[src/rtl/npc_multicycle_ctrl_if.sv]
// Instruction- and data-memory handshake bundle between the sequencer and memories.
// Latency: none, wires only.
// Backpressure: req_valid is held by the master until the slave raises req_ready.
interface npc_multicycle_ctrl_if;
    logic        imem_req_valid;
    logic        imem_req_ready;
    logic        imem_rsp_valid;
    logic [31:0] imem_rsp_data;
    logic        dmem_req_valid;
    logic        dmem_req_ready;
    logic        dmem_rsp_valid;

    modport master (
        output imem_req_valid,
        input  imem_req_ready,
        input  imem_rsp_valid,
        input  imem_rsp_data,
        output dmem_req_valid,
        input  dmem_req_ready,
        input  dmem_rsp_valid
    );

    modport slave (
        input  imem_req_valid,
        output imem_req_ready,
        output imem_rsp_valid,
        output imem_rsp_data,
        input  dmem_req_valid,
        output dmem_req_ready,
        input  dmem_rsp_valid
    );
endinterface

[src/rtl/npc_multicycle_ctrl.sv]
// Multi-cycle fetch/decode/execute/memory/writeback sequencer for the NPC core.
// Latency: 5 cycles per ALU instruction, 7 per load/store with zero-wait memory.
// Backpressure: requests hold until ready; waits for a response time out into a sticky error.
module npc_multicycle_ctrl #(
    parameter int         TIMEOUT   = 255,
    parameter logic [2:0] RST_STATE = 3'd0
) (
    input  logic                      clk,
    input  logic                      rst,
    npc_multicycle_ctrl_if.master     mem,
    output logic [31:0]               inst,
    input  logic                      regwr_dec,
    output logic                      regwr_en,
    output logic                      pc_we,
    output logic                      halt,
    output logic                      err,
    output logic [31:0]               instret
);

    localparam logic [31:0] NOP       = 32'h0000_0013;
    localparam logic [6:0]  OP_SYSTEM = 7'b1110011;
    localparam logic [6:0]  OP_LOAD   = 7'b0000011;
    localparam logic [6:0]  OP_STORE  = 7'b0100011;
    localparam logic [7:0]  TMO       = 8'(TIMEOUT);

    // FETCH takes the reset encoding; the rest follow it consecutively.
    typedef enum logic [3:0] {
        FETCH = 4'(RST_STATE),
        IWAIT,
        DECODE,
        EXEC,
        MEM,
        MWAIT,
        WB,
        HALT,
        ERR
    } state_t;

    state_t     state, state_nxt;
    logic [7:0] tmo_cnt, tmo_cnt_nxt;
    logic       inst_ld;
    logic       retire;

    // State, instruction register, timeout counter and retire counter.
    always_ff @(posedge clk) begin
        if (rst) begin
            state   <= FETCH;
            inst    <= NOP;
            tmo_cnt <= '0;
            instret <= '0;
        end else begin
            state   <= state_nxt;
            tmo_cnt <= tmo_cnt_nxt;
            if (inst_ld) inst    <= mem.imem_rsp_data;
            if (retire)  instret <= instret + 32'd1;
        end
    end

    // Next-state logic; the counter is zero outside the wait states, so every wait entry starts from zero.
    always_comb begin
        state_nxt   = state;
        tmo_cnt_nxt = '0;
        inst_ld     = 1'b0;
        case (state)
            FETCH:  if (mem.imem_req_ready) state_nxt = IWAIT;
            IWAIT: begin
                if (mem.imem_rsp_valid) begin
                    inst_ld   = 1'b1;
                    state_nxt = DECODE;
                end else begin
                    tmo_cnt_nxt = tmo_cnt + 8'd1;
                    if (tmo_cnt_nxt == TMO) state_nxt = ERR;
                end
            end
            DECODE: state_nxt = (inst[6:0] == OP_SYSTEM) ? HALT : EXEC;
            EXEC:   state_nxt = (inst[6:0] == OP_LOAD || inst[6:0] == OP_STORE) ? MEM : WB;
            MEM:    if (mem.dmem_req_ready) state_nxt = MWAIT;
            MWAIT: begin
                if (mem.dmem_rsp_valid) begin
                    state_nxt = WB;
                end else begin
                    tmo_cnt_nxt = tmo_cnt + 8'd1;
                    if (tmo_cnt_nxt == TMO) state_nxt = ERR;
                end
            end
            WB:     state_nxt = FETCH;
            HALT:   state_nxt = HALT;
            ERR:    state_nxt = ERR;
            default: state_nxt = FETCH;
        endcase
    end

    // Moore outputs; pulses and requests are forced low while reset is held.
    always_comb begin
        mem.imem_req_valid = (state == FETCH) && !rst;
        mem.dmem_req_valid = (state == MEM) && !rst;
        retire             = (state == WB);
        pc_we              = retire && !rst;
        regwr_en           = pc_we && regwr_dec && (inst[6:0] != OP_STORE) && (inst[11:7] != 5'd0);
        halt               = (state == HALT);
        err                = (state == ERR);
    end

endmodule

[src/flat_wrapper.sv]
// flat-port wrapper written by rule: the top's interface ports become plain ports
module npc_multicycle_ctrl_flat 
#(
    parameter int         TIMEOUT   = 255,
    parameter logic [2:0] RST_STATE = 3'd0
)
  (clk, rst, inst, regwr_dec, regwr_en, pc_we, halt, err, instret, mem_imem_req_valid, mem_imem_req_ready, mem_imem_rsp_valid, mem_imem_rsp_data, mem_dmem_req_valid, mem_dmem_req_ready, mem_dmem_rsp_valid);
  npc_multicycle_ctrl_if mem_i ();
  input  logic clk;
  input  logic rst;
  output logic [31:0] inst;
  input  logic regwr_dec;
  output logic regwr_en;
  output logic pc_we;
  output logic halt;
  output logic err;
  output logic [31:0] instret;
  output wire logic [$bits(mem_i.imem_req_valid)-1:0] mem_imem_req_valid;
  input wire logic [$bits(mem_i.imem_req_ready)-1:0] mem_imem_req_ready;
  input wire logic [$bits(mem_i.imem_rsp_valid)-1:0] mem_imem_rsp_valid;
  input wire logic [$bits(mem_i.imem_rsp_data)-1:0] mem_imem_rsp_data;
  output wire logic [$bits(mem_i.dmem_req_valid)-1:0] mem_dmem_req_valid;
  input wire logic [$bits(mem_i.dmem_req_ready)-1:0] mem_dmem_req_ready;
  input wire logic [$bits(mem_i.dmem_rsp_valid)-1:0] mem_dmem_rsp_valid;
  assign mem_imem_req_valid = mem_i.imem_req_valid;
  assign mem_i.imem_req_ready = mem_imem_req_ready;
  assign mem_i.imem_rsp_valid = mem_imem_rsp_valid;
  assign mem_i.imem_rsp_data = mem_imem_rsp_data;
  assign mem_dmem_req_valid = mem_i.dmem_req_valid;
  assign mem_i.dmem_req_ready = mem_dmem_req_ready;
  assign mem_i.dmem_rsp_valid = mem_dmem_rsp_valid;
  npc_multicycle_ctrl #(.TIMEOUT(TIMEOUT), .RST_STATE(RST_STATE)) u_core (.clk(clk), .rst(rst), .mem(mem_i), .inst(inst), .regwr_dec(regwr_dec), .regwr_en(regwr_en), .pc_we(pc_we), .halt(halt), .err(err), .instret(instret));
endmodule
[config.mk]
export PLATFORM = sky130hd
export DESIGN_NAME = npc_multicycle_ctrl_flat
export DESIGN_NICKNAME = d
export VERILOG_FILES = /design/src/rtl/npc_multicycle_ctrl_if.sv /design/src/rtl/npc_multicycle_ctrl.sv /design/src/flat_wrapper.sv
export SDC_FILE = /design/constraint.sdc
export NUM_CORES = 1
export LEC_CHECK = 0
export ABC_CLOCK_PERIOD_IN_PS = 2200
export BUFFER_PORTS_ARGS = -buffer_cell sky130_fd_sc_hd__buf_2
export CAP_MARGIN = 10
export CORE_MARGIN = 10
export CORE_UTILIZATION = 45
export CTS_CLUSTER_DIAMETER = 200
export CTS_CLUSTER_SIZE = 20
export DETAILED_ROUTE_END_ITERATION = 12
export PLACE_DENSITY = 0.85
export SETUP_SLACK_MARGIN = 0.3
export SYNTH_ARGS = -nofsm -noshare
export SYNTH_HDL_FRONTEND = slang
export SYNTH_SLANG_ARGS = --single-unit
[constraint.sdc]
create_clock -name clk -period 2.2 [get_ports clk]
set_input_delay 0.44 -clock clk [delete_from_list [all_inputs] [get_ports clk]]
set_output_delay 0.44 -clock clk [all_outputs]
set_load 0.01 [all_outputs]
==> results.json <==
{
  "outcome": "completed",
  "finalHoldViolCount": 0,
  "portBuffers": 108,
  "gp_congestion": 0.8528,
  "htree_num_levels": 3,
  "overflow": 0,
  "clk_path_buf_depth": 2,
  "antenna_found_initial": 0,
  "worst_hold_slack_ps": 295.7,
  "dr.pass1.iters": 4,
  "rr_startpoint": "u_core.instret[10]$_SDFFE_PP0N_",
  "cp_max_fo": 2,
  "ant_nets": 0,
  "yosysUniqueCellTypes": 45,
  "p_per_area_nw_per_um2": 688.1,
  "max_cap_violations": 0,
  "final_nets": 583,
  "final_common_cell": "buf_2",
  "worstSetupPathType": "reg2out",
  "start_kind": "flop",
  "async_flop_share": 0,
  "endpoint_kind": "output port",
  "skew_ps": 12.56,
  "dp_hpwl_microns": 6856,
  "start_util": 0.4612,
  "cts_tree": "yes",
  "drt_iter0_markers": 170,
  "synthToLayoutAreaGrowth_pct": 36.67,
  "drc": 0,
  "vias": 3418,
  "postSynthCellCount": 409,
  "rrSetupSlack_ps": 120,
  "ios": 109,
  "synth_ff_type": "dfxtp_1",
  "maxSlewViolCount": 0,
  "p_leak_nw": 1.927,
  "num_rows": 31,
  "worstPathRequired_ps": 1760,
  "drive_gt1_frac": 0.3864,
  "setup-tns-final_ps": 0,
  "synth_area_sq_um": 3327,
  "routed_wl_microns": 10070,
  "cts_num_sinks": 76,
  "cts_buffers": 9,
  "ys_ff_latch": 76,
  "utilization": 0.6302,
  "hp-class": "in2reg",
  "startpoint": "u_core.state[0]$_SDFFE_PP0P_",
  "clk_latency_ps": 350,
  "clkTransAtPathRegs_ps": 80,
  "n_antenna_cell": 0,
  "holdPathStages": 3,
  "track_usage": 0.1725,
  "vdd_drop_max_mv": 0.4165,
  "drt-wirelength-per-cell_microns": 15.61,
  "fin_crit_sh": 0.9460,
  "vias_per_cell": 5.299,
  "max-slew-margin-rel": 0.6296,
  "min_to": "u_core.inst[4]$_SDFFE_PP1P_",
  "layout_common_cells": "buf_2, nand2_1, dfxtp_1",
  "rr_worst_depth": 6,
  "cp.arrival_ps": 1640,
  "grt_start_max_net_pins": 41,
  "yosys_warnings": 0,
  "die_w_microns": 106.0,
  "fin_crit_ps": 2081,
  "r2r-end": "u_core.instret[27]$_SDFFE_PP0N_",
  "grt_pass1_vias": 3395,
  "clockRootBuffer": "clkbuf_8",
  "min-delay-start": "mem_imem_rsp_data[4]",
  "dieArea_sq_um": 11230,
  "syn_avg_cell_area_sq_um": 8.134,
  "setup_viol": 0,
  "worstMarginPinSlew_ps": 554.1,
  "rsz0062_at_grt": "yes",
  "max_freq_mhz": 480.5,
  "yosysSeqAreaShare": 0.4573,
  "synth_edf_count": 0,
  "syn-num-nets": 451,
  "dieHeight_microns": 106.0,
  "grt_pass1_wl_microns": 16210,
  "core-area_sq_um": 7214
}
[critical path: stages, from the launching register on]
cell and delay, ps:
dfxtp_2 330, buf_6 110, or3_4 390, nor2_4 110, o211ai_1 90, a21oi_1 110, buf_2 150
[metrics by stage]
step           setup slack, ps  power [mW]  cell area [sq um]  instances
2_1_floorplan            181.0       1.923               3353        409
3_3_place_gp             170.5       2.132               4014        607
3_5_place_dp             138.4       2.152               4014        607
4_1_cts                  78.99       3.094               4334        635
5_1_grt                  24.97       3.294               4547        645
6_report                 118.9       3.129               4547        645
[synth_stat cells, drive strengths merged, types with 5 or more instances]
| library cell | instances | area [sq um] |
|---|---|---|
| nand2 | 84 | 315.3 |
| dfxtp | 76 | 1521 |
| a21oi | 44 | 220.2 |
| nor2 | 39 | 146.4 |
| clkbuf | 20 | 75.07 |
| xor2 | 20 | 175.2 |
| nand3 | 18 | 90.09 |
| nand4 | 12 | 90.09 |
| o21ai | 11 | 55.05 |
| or3 | 10 | 65.06 |
| xnor2 | 9 | 78.83 |
| and3 | 8 | 51.30 |
| and4 | 5 | 45.04 |
| nor3 | 5 | 25.02 |
| or4 | 5 | 37.54 |
[cell type report]
class / count / area (sq um)
flip-flops and latches: 76 / 1555
fillers: 656 / 2668
clock inverters: 5 / 30.03
well taps: 99 / 123.9
repair buffers: 143 / 838.3
multi-input cells: 307 / 1849
clock buffers: 11 / 131.4
inverters: 4 / 18.77
[timing repair]
action                     in CTS  in global routing
gates cloned                    1                  0
gates resized for setup        21                 38
pin swaps                       8                 15
hold buffers                    0                  0
setup endpoints to repair      12                 44
setup buffers                  11                 10
[metal layers]
layer  share of wire  routed length, microns  vias to the layer above  global-route usage
li1                -                       -                     1683                   -
met1            0.39                    3974                     1582              0.1838
met2            0.50                    4993                      137              0.3017
met3           0.089                     893                       16             0.06703
met4           0.020                     206                        0             0.06576
met5               0                       0                        -                   0
[cell families after synthesis]
| family | Yosys count | synth area share |
|---|---|---|
| AND/OR/NAND/NOR | 203 | 0.2971 |
| flip-flops | 76 | 0.4573 |
| AO/OA/AOI/OAI | 71 | 0.1226 |
| XOR/XNOR | 29 | 0.07635 |
| buffers and inverters | 27 | 0.03535 |
| adder cells (fa/ha/maj) | 3 | 0.01128 |
[registers in the layout (all words and copies together), names as in the netlist]
signal,flops
u_core.instret,32
u_core.state,4
u_core.inst,32
u_core.tmo_cnt,8
[worst max-delay path by stage]
stage / endpoint / slack [ps] / cells past startpoint
floorplan: u_core.instret[29]$_SDFFE_PP0N_ / 180 / 6
global placement: u_core.instret[31]$_SDFFE_PP0N_ / 170 / 5
detailed placement: u_core.instret[30]$_SDFFE_PP0N_ / 140 / 5
CTS: regwr_en / 80 / 6
global route: regwr_en / 20 / 6
finish: regwr_en / 120 / 6
[report_power, final]
group | switching, mW | internal (mW) | total, mW | leakage [nW]
clock | 0.506 | 0.404 | 0.910 | 0.0791
sequential | 0.0650 | 1.47 | 1.53 | 0.625
combinational | 0.386 | 0.300 | 0.686 | 1.22
(Power assumes the default switching activity.)
